**config.mk**
```make
export PLATFORM = sky130hd
export DESIGN_NAME = fpu_pipe_ctrl
export DESIGN_NICKNAME = d
export VERILOG_FILES = /design/src/rtl/fpu_pipe_ctrl.sv
export SDC_FILE = /design/constraint.sdc
export NUM_CORES = 1
export LEC_CHECK = 0
export ABC_AREA = 1
export CELL_PAD_IN_SITES_DETAIL_PLACEMENT = 0
export CELL_PAD_IN_SITES_GLOBAL_PLACEMENT = 1
export CORE_MARGIN = 2
export CORE_UTILIZATION = 30
export DETAILED_ROUTE_END_ITERATION = 8
export PLACE_DENSITY = 0.95
export SYNTH_ARGS = -nofsm -noshare
export SYNTH_HDL_FRONTEND = slang
export SYNTH_SLANG_ARGS = --single-unit
```
**constraint.sdc**
```tcl
create_clock -name clk -period 3 [get_ports clk]
set_clock_uncertainty 0.1 [all_clocks]
set_input_delay 0.6 -clock clk [delete_from_list [all_inputs] [get_ports clk]]
set_output_delay 0.6 -clock clk [all_outputs]
set_load 0.02 [all_outputs]
```
**src/rtl/fpu_pipe_ctrl.sv**
```systemverilog
// fpu_pipe_ctrl
//   Pipeline control for a floating-point unit. It tracks the destination
//   register number and write flag of each execute stage E1..E_DEPTH and of
//   writeback, and detects source/destination hazards for the instruction in
//   ID. It also counts the occupancy of the iterative fdiv/fsqrt unit.
//
//   Optional feature macro: FPU_FWD_EN
//     defined   : a hazard on E_DEPTH forwards res_in (fwd=01), a hazard on W
//                 forwards wd (fwd=10), and only E1..E_DEPTH-1 stall.
//     undefined : any hazard in E1..E_DEPTH stalls, and fwd_a/fwd_b are 00.
//
//   Ports
//     clk, clrn       clock, synchronous active-low reset
//     fs, ft, use_*   ID source register numbers and their read enables
//     fd, wf, fc      ID destination, fp write enable, op code
//     ein1            no cache stall
//     ein2            cancel for the E1 instruction (0 = cancel)
//     res_in          arithmetic result at stage E_DEPTH
//     en, ew          per-stage destination / write flag, E1 in the low slot
//     wn, ww, wd      writeback register number, enable, data
//     e               pipeline advance
//     st_ds, st_raw   fdiv/fsqrt stall, hazard stall
//     fwd_a, fwd_b    operand source select (00 regfile, 01 res_in, 10 wd)
module fpu_pipe_ctrl #(
    parameter int W      = 32,
    parameter int AW     = 5,
    parameter int DEPTH  = 3,
    parameter int DS_LAT = 14
) (
    input  logic                  clk,
    input  logic                  clrn,
    input  logic [AW-1:0]         fs,
    input  logic [AW-1:0]         ft,
    input  logic                  use_fs,
    input  logic                  use_ft,
    input  logic [AW-1:0]         fd,
    input  logic                  wf,
    input  logic [2:0]            fc,
    input  logic                  ein1,
    input  logic                  ein2,
    input  logic [W-1:0]          res_in,
    output logic [DEPTH*AW-1:0]   en,
    output logic [DEPTH-1:0]      ew,
    output logic [AW-1:0]         wn,
    output logic                  ww,
    output logic [W-1:0]          wd,
    output logic                  e,
    output logic                  st_ds,
    output logic                  st_raw,
    output logic [1:0]            fwd_a,
    output logic [1:0]            fwd_b
);

    localparam int CW = $clog2(DS_LAT);

    logic [DEPTH-1:0][AW-1:0] en_q;
    logic [DEPTH-1:0]         ew_q;   // ew_q[0] is the raw E1 flag, before ein2
    logic [DEPTH-1:0]         ew_g;   // write flags as seen by the rest of the pipe
    logic                     e1_ds;  // E1 holds an fdiv/fsqrt issued last cycle
    logic [CW-1:0]            ds_cnt;
    logic                     is_ds;
    logic                     issue_ds;
    logic                     ds_cancel;
    logic                     hit_a;
    logic                     hit_b;

    assign ew_g      = {ew_q[DEPTH-1:1], ew_q[0] & ein2};
    assign ew        = ew_g;
    assign en        = en_q;
    assign st_ds     = (ds_cnt != '0);
    assign e         = ein1 & ~st_ds;
    assign is_ds     = (fc == 3'b100) || (fc == 3'b101);
    assign issue_ds  = e & ~st_raw & is_ds;
    assign ds_cancel = e1_ds & ~ein2;

    // Hazard search, youngest stage first; the first hit decides.
    always_comb begin
        st_raw = 1'b0;
        fwd_a  = 2'b00;
        fwd_b  = 2'b00;
        hit_a  = 1'b0;
        hit_b  = 1'b0;
        for (int k = 0; k < DEPTH; k++) begin
            if (!hit_a && use_fs && ew_g[k] && (en_q[k] == fs)) begin
                hit_a = 1'b1;
`ifdef FPU_FWD_EN
                if (k == DEPTH-1) fwd_a = 2'b01;
                else              st_raw = 1'b1;
`else
                st_raw = 1'b1;
`endif
            end
            if (!hit_b && use_ft && ew_g[k] && (en_q[k] == ft)) begin
                hit_b = 1'b1;
`ifdef FPU_FWD_EN
                if (k == DEPTH-1) fwd_b = 2'b01;
                else              st_raw = 1'b1;
`else
                st_raw = 1'b1;
`endif
            end
        end
`ifdef FPU_FWD_EN
        // W writes the regfile in the same cycle ID reads it, so a W hit
        // only matters for forwarding.
        if (!hit_a && use_fs && ww && (wn == fs)) fwd_a = 2'b10;
        if (!hit_b && use_ft && ww && (wn == ft)) fwd_b = 2'b10;
`endif
    end

    always_ff @(posedge clk) begin
        if (!clrn) begin
            en_q   <= '0;
            ew_q   <= '0;
            wn     <= '0;
            ww     <= 1'b0;
            wd     <= '0;
            e1_ds  <= 1'b0;
            ds_cnt <= '0;
        end else begin
            e1_ds <= issue_ds;
            if (ds_cancel)      ds_cnt <= '0;
            else if (issue_ds)  ds_cnt <= CW'(DS_LAT-1);
            else if (st_ds)     ds_cnt <= ds_cnt - CW'(1);

            if (e) begin
                en_q[0] <= st_raw ? '0 : fd;
                ew_q[0] <= wf & ~st_raw;
                for (int k = 1; k < DEPTH; k++) begin
                    en_q[k] <= en_q[k-1];
                    ew_q[k] <= ew_g[k-1];
                end
                wn <= en_q[DEPTH-1];
                ww <= ew_g[DEPTH-1];
                wd <= res_in;
            end else if (ds_cancel) begin
                // A cancelled fdiv/fsqrt sits in E1 for the rest of the stall;
                // drop its write flag so it cannot reappear when ein2 returns.
                ew_q[0] <= 1'b0;
            end
        end
    end

endmodule

```
# Word-level counts from Yosys, hierarchy flattened
# Cells that the tools add are included.
# totals
ff_bits	61
latch_bits	0
ramBits	0
mem_bits_ro	0
out_inout_bits	63
wordCells	70
n_memories	0
# classes
n_addsub	1
n_mul	0
div_mod_pow	0
magnitude_cmp	0
eq_ne	8
shift	0
mux	14
bitwise_logic	10
n_reduce_logical	26
# op_table
operator	count
$eq A5 B5 Y1	6
$logic_and A1 B1 Y1	16
$mux W1	11
$mux W4	2
$and A1 B1 Y1	6
$eq A3 B3 Y1 const B	2
$mux W5	1
$logic_not A1 Y1	4
$not A1 Y1	4
$reduce_bool A2 Y1	2
$reduce_bool A4 Y1	1
$sub A4 B1 Y4 const B	1
$reduce_or A3 Y1	1
$reduce_or A2 Y1	1
$logic_or A1 B1 Y1	1

# Longest topological paths before layout
# Gate-level depths: netlist (run 1).
# depth
ltp_word	19
depth_mapped	12

# Least setup slack after synthesis (run 1)
# No wires, ideal clock.
# synth_timing
kind	input to output
start	in ft[4]
end	out st_raw
t_arrival_ps	1345
required_ps	2300
setup_slack_ps	955
cell_stages	10
cell_sequence	inv_1 nand2_1 nand2_1 nor2_1 nand3_1 nand2_1 nand2_1 nand2_1 nor2_4 inv_1
# synth_between
elab_chain_len	13
elab_cells_between_ends	19
cone_classes	3 x eq/ne; 7 x mux; 9 x reduce/logical
# synth_rtl
item	line_no	rtl
from (decl)	33	input logic [AW-1:0] ft,
$eq A5 B5 Y1	93	if (!hit_b && use_ft && ew_g[k] && (en_q[k] == ft)) begin
$logic_and A1 B1 Y1	93	
$mux W1	93	
$logic_not A1 Y1	93	
$logic_and A1 B1 Y1 (3 in a row)	93	
$mux W1	93	
$logic_not A1 Y1	93	
$logic_and A1 B1 Y1 (3 in a row)	93	
$mux W1 *	93	
to (decl)	49	output logic st_raw,
# Mark *: on every way between the ends. The rest lies on a longest branch, timed or not.

# Final worst setup path (run 1)
# layout_timing
start	in fs[1]
end	out st_raw
# layout_between
elab_chain_len	14
elab_cells_between_ends	19
cone_classes	3 x eq/ne; 7 x mux; 9 x reduce/logical
# layout_rtl
item	line_no	rtl
from (decl)	32	input logic [AW-1:0] fs,
$eq A5 B5 Y1	84	if (!hit_a && use_fs && ew_g[k] && (en_q[k] == fs)) begin
$logic_and A1 B1 Y1	84	
$mux W1	84	
$logic_not A1 Y1	84	
$logic_and A1 B1 Y1 (3 in a row)	84	
$mux W1	84	
$logic_not A1 Y1	84	
$logic_and A1 B1 Y1 (3 in a row)	84	
$mux W1 *	84	
$mux W1 *	93	
# Marks and branches as above.

==> flow_summary_export.csv, run 1 <==
group,metric,value,unit
finish,nNetsFinal,576,
synthesis,mean_instance_size_in_the_synthesized_netlist,6.73,sq um
global_route,grt_pass1_wl,12700,um
finish,stdcell_count,631,
placement,gp_routability_congestion,0.898,
clock_tree,cts-htree-levels,3,
timing,drv_slew,0,
route,total_via_count_in_the_routed_design,2885,
synthesis,netlist-cell-type-count,22,
clock_tree,numCtsBuffers,9,
finish,layout_cell_area_excl_fill,0.00415,sq mm
clock_tree,cts_setup_buffers,0,
synthesis,synth_warnings,0,
timing,setup-tns-final,0,ps
timing,worst-slew-pin-transition,592,ps
floorplanning,die-height,99.6,um
global_route,track_usage,16.1,%
global_route,globalRouteMet1Util,19.7,%
clock_tree,tritoncts,"built",
synthesis,synth_seq_cells,61,
route,drt_first_iter_violations,76,
synthesis,synth_top_area_cell,"sky130_fd_sc_hd__dfxtp_1",
pwr,irDropWorstVdd,362,uV
clock_tree,clkTransAtPathRegs,70,ps
critical_path,cpMostUsedCell,"sky130_fd_sc_hd__nand2_1",
finish,drive_above_1_share,5.54,%
clock_tree,clock_insertion_delay_worst_skew,330,ps
outcome,outcome,"completed",
timing,slew-limit-headroom,60.4,%
clock_tree,clockBufferDepth,2,
route,drt_pre_antenna_iters,4,
pwr,power.density_cell_area,854,mW/mm^2
route,vias_per_inst,4.57,
pwr,post-layout-total-power,3540,uW
global_route,gr-max-usage-layer,"met2",
global_route,gr-total-overflow,0,
critical_path,arrival,2060,ps
critical_path,timing.critical_path.slowest_cell_delay,570,ps
global_route,globalRouteMet3Util,6.47,%
critical_path,crit_chain,"clkdlybuf4s50_1 > inv_1 > nand2_1 > nand2_1 > nor2_1 > nand3_1 > nand2_1 > nand2_1 > nand2_1 > nor2_4 > inv_1 > clkbuf_2",
synthesis,synth-async-reset-ratio,0,%
worst_hold_path,whs_path_cells,2,
critical_path,critical_path.reg2reg.endpoint,"ds_cnt[1]$_SDFFE_PP0P_",
floorplanning,dieArea,0.00991,sq mm
flow_run,max_cap_viol_count,0,
placement,numPortBuffers,114,
route,wl_per_cell,12.6,um
timing,report.final.hold_viol_count,0,
synthesis,ys_top_cells_by_area,"sky130_fd_sc_hd__dfxtp_1 (45%), sky130_fd_sc_hd__nand2_1 (20%), sky130_fd_sc_hd__a21oi_1 (11%), sky130_fd_sc_hd__inv_1 (4.7%), sky130_fd_sc_hd__o21ai_0 (4.2%)",
synthesis,synth_enable_flop_cells,0,
worst_hold_path,worst_hold_path_type,"reg2reg",
critical_path,crit_path_top_delay_cell,"sky130_fd_sc_hd__clkdlybuf4s50_1",
critical_path,critical_path_required_time,2300,ps
critical_path,timing.critical_path.buf_inv,4,
synthesis,yosysSeqAreaShare,44.6,%
synthesis,netlist_top_cells_count,"sky130_fd_sc_hd__nand2_1 (148), sky130_fd_sc_hd__dfxtp_1 (61), sky130_fd_sc_hd__a21oi_1 (60)",
timing,fmaxAchievable,362,MHz
placement,placed_cells_incl_taps,615,
clock_tree,cts.sinks,61,
synthesis,synth.most_common_cell,"sky130_fd_sc_hd__nand2_1",
finish,diodes,0,
critical_path,worst-r2r-setup-slack,1020,ps
timing,finalWorstPathRequiredPeriod,2760,ps
floorplanning,die_width,99.6,um
critical_path,critPathCaptureType,"output pin",
critical_path,start_kind,"primary input",
floorplanning,core.rowCount,34,
worst_hold_path,worst_hold_path.endpoint,"wd[4]$_SDFFE_PN0P_",
timing,final_setup_slack_of_the_worst_path,238,ps
global_route,first_global_vias,2696,
pwr,p_leak,0.00170,uW
route,remaining_drc_errors,0,
critical_path,path_max_fanout,5,
floorplanning,placeableCoreArea,0.00881,sq mm
route,route.antenna.remaining_nets,0,
critical_path,critical_path.top_delay_family,"buffers and inverters",
synthesis,syn_area,0.00274,sq mm
synthesis,synth_top_flop_cell,"sky130_fd_sc_hd__dfxtp_1",
global_route,grt_antenna_before_repair,0,
clock_tree,hold_buffers,0,
floorplanning,top_level_ports,120,
finish,n_fill_cell,891,
clock_tree,cts_root_buf,"sky130_fd_sc_hd__clkbuf_8",
route,postRouteWirelength,7950,um
critical_path,worst-r2r-cell-count,10,
timing,tcrit_tclk_final,92.1,%
synthesis,synth_top_area_share,44.6,%
worst_hold_path,min-delay-start,"wd[4]$_SDFFE_PN0P_",
timing,setup_viol,0,
critical_path,criticalPathCategory,"in2out",
floorplanning,initial_core_util,31.1,%
finish,syn2layout_area_growth,51.6,%
timing,grt_setup_unrepaired,"false",
critical_path,crit-reg2reg-launch,"ds_cnt[0]$_SDFFE_PP0P_",
placement,detailedPlace.worstSlack,-200,ps
synthesis,postSynthCellCount,407,
global_route,largest_net_degree_at_the_start_of_global_routing,60,
placement,dpl.hpwl,5790,um
placement,post_dp_cell_area,0.00395,sq mm
global_route,grt_use_met2,25.6,%
[registers in the layout (all words and copies together), names as in the netlist]
signal / cells
wd: 32
ds_cnt: 4
e1_ds: 1
ww: 1
en: 15
ew_q: 3
wn: 5
[per-stage QoR]
step,hold WS (ps),utilization [%]
2_1_floorplan,357,-
3_3_place_gp,351,44.9
3_5_place_dp,357,44.9
4_1_cts,366,47.2
5_1_grt,388,47.1
6_report,366,47.1
[kinds of logic after synthesis]
group / count (synthesis) / synth area share, %
xor gates and xnor gates: 3 / 0.960
and+or+nand+nor: 197 / 28.8
other: 1 / 0.137
AOI/OAI and AO/OA: 85 / 15.7
buffers and inverters: 59 / 9.37
adders and majority gates: 1 / 0.457
DFF: 61 / 44.6
[layout make-up]
| class | instances | area (sq um) | share of cell area [%] |
|---|---|---|---|
| inverter | 36 | 135 | 3.25 |
| multi-input combinational | 290 | 1270 | 30.7 |
| timing repair buffer | 120 | 1180 | 28.5 |
| sequential | 61 | 1220 | 29.4 |
| tap | 108 | 135 | 3.25 |
| clock buffer | 11 | 131 | 3.16 |
| clock inverter | 5 | 75.1 | 1.81 |
[worst max path at each step]
stage,startpoint,to,slack (ps),depth (start not counted)
floorplan,ft[4],st_raw,950,10
global placement,fs[1],st_raw,-190,12
detailed placement,fs[3],st_raw,-200,12
CTS,fs[1],st_raw,60,12
global route,fs[3],st_raw,60,12
finish,fs[1],st_raw,240,12
[repair_timing]
item / in CTS / in global routing
hold endpoints to repair: 0 / 0
resized for setup: 1 / 2
setup endpoints to repair: 1 / 1
[layout by cell type, fill, tap and decap left out, drive strengths merged]
cell type,instances
nand2,149
clkdlybuf4s50,113
dfxtp,61
a21oi,61
inv,36
nor2,30
o21ai,24
nand3,15
clkbuf,12
buf,6
conb,4
xor2,3
clkinv,3
bufinv,2
nor3,2
or2,1
ha,1
[report_power, final]
part	switching, uW	internal [uW]	total (uW)
logic	888	663	1550
registers	182	1030	1210
clock network	315	464	779
total	1390	2160	3540
[layer usage]
metal	up-vias	part of all wire, %
met5	-	0
met4	0	1.4
met3	12	8.3
met2	89	47
met1	1291	44
li1	1493	-
[worst min-delay path, delay by kind of cell, from the launching register on]
| kind | cells | cell delay [ps] |
|---|---|---|
| AO/OA/AOI/OAI | 1 | 50 |
| flip-flops | 1 | 310 |
| AND/OR/NAND/NOR | 1 | 60 |
Power figures use the tool's default switching activity.
==> run 2: changes to the inputs <==
--- a/config.mk
+++ b/config.mk
@@ -12,6 +12,7 @@
 export CORE_UTILIZATION = 30
 export DETAILED_ROUTE_END_ITERATION = 8
 export PLACE_DENSITY = 0.95
+export SETUP_SLACK_MARGIN = 0.5
 export SYNTH_ARGS = -nofsm -noshare
 export SYNTH_HDL_FRONTEND = slang
 export SYNTH_SLANG_ARGS = --single-unit
==> flow_summary_export.csv, run 2 (synthesis gave the netlist of run 1 again) <==
group,metric,value,unit
finish,final_common_cell,"sky130_fd_sc_hd__nand2_1",
pwr,p_leak,0.00177,uW
finish,final-seq-area,0.00123,sq mm
finish,syn2layout_area_growth,51.7,%
timing,grt_setup_unrepaired,"false",
finish,mostFrequentLayoutCells,"sky130_fd_sc_hd__nand2_1 (147), sky130_fd_sc_hd__clkdlybuf4s50_1 (98), sky130_fd_sc_hd__a21oi_1 (60), sky130_fd_sc_hd__dfxtp_1 (54), sky130_fd_sc_hd__inv_1 (32)",
global_route,track_usage,16.1,%
critical_path,timing.critical_path.buf_inv,4,
finish,registers.top_by_ff_count,"wd",
floorplanning,die_width,99.6,um
finish,multi_input_area,0.00128,sq mm
placement,dpl.hpwl,5790,um
timing,setup_viol,0,
finish,fin_util,47.2,%
floorplanning,top_level_ports,120,
critical_path,critPathCaptureType,"output pin",
critical_path,timing.critical_path.slowest_cell_delay,250,ps
route,vias_per_inst,4.57,
outcome,outcome,"completed",
clock_tree,cts_root_buf,"sky130_fd_sc_hd__clkbuf_8",
critical_path,arrival,1680,ps
floorplanning,die-height,99.6,um
clock_tree,tritoncts,"built",
placement,post_dp_cell_area,0.00395,sq mm
critical_path,crit_path_top_delay_cell,"sky130_fd_sc_hd__clkdlybuf4s15_1",
critical_path,path_max_fanout,4,
timing,tcrit_tclk_final,79.3,%
placement,numPortBuffers,114,
route,route.antenna.remaining_nets,0,
timing,fmaxAchievable,421,MHz
route,drt_pre_antenna_iters,4,
floorplanning,placeableCoreArea,0.00881,sq mm
pwr,power.density_cell_area,851,mW/mm^2
placement,gp_routability_congestion,0.898,
timing,worst-slew-pin-transition,587,ps
route,remaining_drc_errors,0,
route,total_via_count_in_the_routed_design,2883,
global_route,grt_antenna_before_repair,0,
global_route,grt_pass1_wl,12700,um
route,postRouteWirelength,7960,um
timing,slew-limit-headroom,60.7,%
clock_tree,cts.sinks,61,
critical_path,cpMostUsedCell,"sky130_fd_sc_hd__nand2_1",
pwr,post-layout-total-power,3540,uW
route,drt_first_iter_violations,86,
route,wl_per_cell,12.6,um
critical_path,criticalPathCategory,"in2out",
timing,drv_slew,0,
clock_tree,numCtsBuffers,9,
critical_path,start_kind,"primary input",
timing,report.final.hold_viol_count,0,
critical_path,crit_chain,"clkdlybuf4s15_1 > inv_2 > nand2_1 > nand2_1 > nor2_1 > nand3_1 > nand2_1 > nand2_1 > nand2_2 > nor2_4 > inv_1 > buf_4",
global_route,largest_net_degree_at_the_start_of_global_routing,60,
clock_tree,cts-htree-levels,3,
global_route,gr-total-overflow,0,
critical_path,critical_path_required_time,2300,ps
clock_tree,hold_buffers,0,
clock_tree,clockBufferDepth,2,
finish,layout_cell_area_excl_fill,0.00415,sq mm
finish,nNetsFinal,576,
timing,setup-tns-final,0,ps
finish,diodes,0,
critical_path,stages_on_the_worst_setup_path,12,
worst_hold_path,whs_path_cells,2,
flow_run,max_cap_viol_count,0,
floorplanning,dieArea,0.00991,sq mm
floorplanning,initial_core_util,31.1,%
critical_path,worst-r2r-cell-count,10,
worst_hold_path,worst_hold_path_type,"reg2reg",
timing,finalWorstPathRequiredPeriod,2380,ps
clock_tree,clkTransAtPathRegs,70,ps
floorplanning,core.rowCount,34,
global_route,first_global_vias,2697,
clock_tree,clock_insertion_delay_worst_skew,330,ps
critical_path,critical_path.top_delay_family,"buffers and inverters",
pwr,irDropWorstVdd,362,uV
finish,max_ffs_per_register,32,
finish,n_fill_cell,890,
finish,drive_above_1_share,8.60,%
## run 2: tightest hold or removal path, delay by kind of cell (launching register included)
family | cells | cell delay (ps)
AND/OR/NAND/NOR | 1 | 60
AO/OA/AOI/OAI | 1 | 50
flip-flops | 1 | 310
## run 2: per-stage QoR
step | instances | hold WS, ps | setup slack [ps]
CTS | 631 | 366 | 336
detailed placement | 615 | 357 | -200
global route | 631 | 388 | 507
global placement | 615 | 351 | -190
floorplan | 410 | 357 | 955
finish | 631 | 366 | 622
## run 2: final timing paths
| path | start | end | slack, ps |
|---|---|---|---|
| setup / recovery | ft[1] | st_raw | 620 |
| hold / removal | wd[4]$_SDFFE_PN0P_ | wd[4]$_SDFFE_PN0P_ | 370 |
| setup reg to reg | ds_cnt[0]$_SDFFE_PP0P_ | ds_cnt[1]$_SDFFE_PP0P_ | 1030 |
| hold reg to reg | wd[4]$_SDFFE_PN0P_ | wd[4]$_SDFFE_PN0P_ | 370 |
## run 2: final cells by class
class	count	share of cell area, %
timing repair buffer	120	28.2
tap	108	3.25
sequential	61	29.6
clock buffer	11	3.16
inverter	36	3.25
clock inverter	5	1.81
multi-input combinational	290	30.8
## run 2: layer usage
layer / share of wire (%) / vias up / GRT usage [%] / wire length [um]
met5: 0 / - / 0 / 0
met4: 1.4 / 0 / 5.80 / 114
met3: 8.0 / 12 / 6.47 / 640
met2: 47 / 92 / 25.6 / 3720
met1: 44 / 1288 / 19.7 / 3490
li1: - / 1491 / - / -
## run 2: power by group
part / total (uW) / switching (uW) / internal [uW]
Sequential: 1220 / 183 / 1040
Combinational: 1540 / 890 / 647
Clock: 779 / 315 / 464
Total: 3540 / 1390 / 2150
## run 2: repair_timing
action,in CTS,in global routing
setup buffers,0,0
resized for setup,15,28
pin swaps,1,4
setup endpoints to repair,4,1
==> run 3: changes to the inputs <==
--- a/config.mk
+++ b/config.mk
@@ -9,9 +9,9 @@
 export CELL_PAD_IN_SITES_DETAIL_PLACEMENT = 0
 export CELL_PAD_IN_SITES_GLOBAL_PLACEMENT = 1
 export CORE_MARGIN = 2
-export CORE_UTILIZATION = 30
+export CORE_UTILIZATION = 28
 export DETAILED_ROUTE_END_ITERATION = 8
-export PLACE_DENSITY = 0.95
+export PLACE_DENSITY = 0.9
 export SETUP_SLACK_MARGIN = 0.5
 export SYNTH_ARGS = -nofsm -noshare
 export SYNTH_HDL_FRONTEND = slang
==> constraint.sdc (replaced) <==
create_clock -name clk -period 2.2 [get_ports clk]
set_clock_uncertainty 0.1 [all_clocks]
set_input_delay 0.44 -clock clk [delete_from_list [all_inputs] [get_ports clk]]
set_output_delay 0.44 -clock clk [all_outputs]
set_load 0.02 [all_outputs]
==> flow_summary_export.csv, run 3 (synthesis gave the netlist of run 1 again) <==
group,metric,value,unit
flow_run,max_cap_viol_count,0,
critical_path,crit-reg2reg-launch,"ds_cnt[0]$_SDFFE_PP0P_",
global_route,track_usage,17.1,%
placement,detailedPlace.worstSlack,-625,ps
timing,setup-tns-final,0,ps
placement,post_dp_cell_area,0.00412,sq mm
floorplanning,top_level_ports,120,
finish,mostFrequentLayoutCells,"sky130_fd_sc_hd__nand2_1 (101), sky130_fd_sc_hd__dlygate4sd2_1 (52), sky130_fd_sc_hd__dfxtp_1 (44), sky130_fd_sc_hd__clkdlybuf4s50_1 (42), sky130_fd_sc_hd__a21oi_2 (33)",
placement,numPortBuffers,114,
route,vias_per_inst,4.66,
clock_tree,cts-htree-levels,3,
global_route,first_global_vias,2981,
route,total_via_count_in_the_routed_design,3245,
worst_hold_path,min-delay-start,"wd[26]$_SDFFE_PN0P_",
floorplanning,dieArea,0.0106,sq mm
critical_path,timing.critical_path.slowest_cell_delay,330,ps
timing,final_setup_slack_of_the_worst_path,114,ps
finish,drive_above_1_share,39.0,%
route,drt_first_iter_violations,94,
global_route,gr-total-overflow,0,
timing,finalWorstPathRequiredPeriod,2090,ps
global_route,grt_pass1_wl,14200,um
global_route,grt_antenna_before_repair,0,
clock_tree,cts.sinks,61,
critical_path,timing.critical_path.buf_inv,4,
floorplanning,placeableCoreArea,0.00964,sq mm
worst_hold_path,worst_hold_path_type,"reg2reg",
outcome,outcome,"completed",
pwr,p_leak,0.00236,uW
floorplanning,core.rowCount,36,
finish,registers.top_by_ff_count,"wd",
critical_path,criticalPathCategory,"reg2out",
timing,drv_slew,0,
critical_path,arrival,1550,ps
critical_path,start_kind,"register",
finish,final_common_cell,"sky130_fd_sc_hd__nand2_1",
worst_hold_path,whs_path_cells,2,
clock_tree,numCtsBuffers,9,
floorplanning,die-height,103,um
pwr,power.density_cell_area,1230,mW/mm^2
clock_tree,clock_insertion_delay_worst_skew,330,ps
critical_path,worst-r2r-cell-count,10,
critical_path,crit_start,"ds_cnt[0]$_SDFFE_PP0P_",
route,drt_pre_antenna_iters,4,
clock_tree,clockBufferDepth,2,
timing,grt_setup_unrepaired,"true",
pwr,irDropWorstVdd,472,uV
clock_tree,clkTransAtPathRegs,70,ps
finish,nNetsFinal,618,
route,postRouteWirelength,10700,um
critical_path,critical_path_required_time,1660,ps
timing,fmaxAchievable,479,MHz
clock_tree,hold_buffers,0,
critical_path,critPathCaptureType,"output pin",
finish,syn2layout_area_growth,88.2,%
floorplanning,die_width,103,um
clock_tree,cts_root_buf,"sky130_fd_sc_hd__clkbuf_8",
finish,max_ffs_per_register,32,
finish,n_fill_cell,937,
critical_path,stages_on_the_worst_setup_path,7,
global_route,largest_net_degree_at_the_start_of_global_routing,60,
critical_path,crit_path_top_delay_cell,"sky130_fd_sc_hd__dfxtp_2",
critical_path,crit_chain,"inv_2 > ha_4 > inv_4 > nor3_4 > nand2_2 > inv_6 > buf_6",
finish,multi_input_area,0.00171,sq mm
route,wl_per_cell,15.4,um
route,route.antenna.remaining_nets,0,
finish,layout_cell_area_excl_fill,0.00515,sq mm
route,remaining_drc_errors,0,
timing,tcrit_tclk_final,94.8,%
floorplanning,initial_core_util,28.4,%
placement,gp_routability_congestion,0.843,
timing,setup_viol,0,
clock_tree,tritoncts,"built",
finish,diodes,0,
placement,dpl.hpwl,6070,um
critical_path,path_max_fanout,4,
timing,report.final.hold_viol_count,0,
critical_path,critical_path.top_delay_family,"buffers and inverters",
finish,final-seq-area,0.00126,sq mm
finish,fin_util,53.5,%
==> run 3: changes by cell type in the layout (fill, tap and decap cells not counted), sizes merged <==
cell and change:
clkinv -2, clkdlybuf4s15 +6, dlymetal6s2s -6, clkbuf +9
clkdlybuf4s50 -56, clkinvlp +1, dlygate4sd2 +49, buf +40
==> run 3: cell type report <==
cell class                      count  share of cell area [%]
Inverter                           36                    2.86
Clock inverter                      4                    1.41
Multi-Input combinational cell    290                    33.3
Clock buffer                       11                    2.74
Timing Repair Buffer              162                    32.1
Tap cell                          133                    3.23
Sequential cell                    61                    24.4
==> run 3: final timing paths <==
kind	endpoint	slack, ps
min	wd[26]$_SDFFE_PN0P_	360
min reg2reg	wd[26]$_SDFFE_PN0P_	360
max	e	110
max reg2reg	ew_q[2]$_SDFFE_PN0P_	360
==> run 3: worst reg2reg max path: cells and delay by family, from the launching register on <==
family	cells	cell delay, ps
buf+inv	5	580
simple gates	2	360
flops	1	330
compound gates	2	210
fa+ha+maj	1	160
==> run 3: timing repair <==
item                       CTS  global route
setup endpoints to repair  120            68
resized for setup          143           172
cloned                       1            11
pin swaps                   10            55
setup buffers                8             6
==> run 3: stage by stage <==
step / power [uW] / cells / hold WS [ps]
finish: 6310 / 697 / 364
global route: 6670 / 697 / 380
CTS: 5180 / 680 / 365
detailed placement: 3960 / 656 / 357
global placement: 3910 / 656 / 351
floorplan: 2940 / 410 / 357
==> run 3: layer usage <==
layer / GRT usage (%) / vias to the layer above / part of all wire [%]
met1: 20.6 / 1531 / 41
met4: 4.55 / 0 / 0.92
met2: 29.7 / 118 / 51
li1: - / 1586 / -
met5: 0 / - / 0
met3: 5.29 / 10 / 7.4
==> run 3: power breakdown <==
group | switching [uW] | leakage, uW | internal (uW)
Combinational | 1860 | 0.00175 | 1610
Clock | 443 | 0.000105 | 662
Sequential | 296 | 0.000507 | 1440
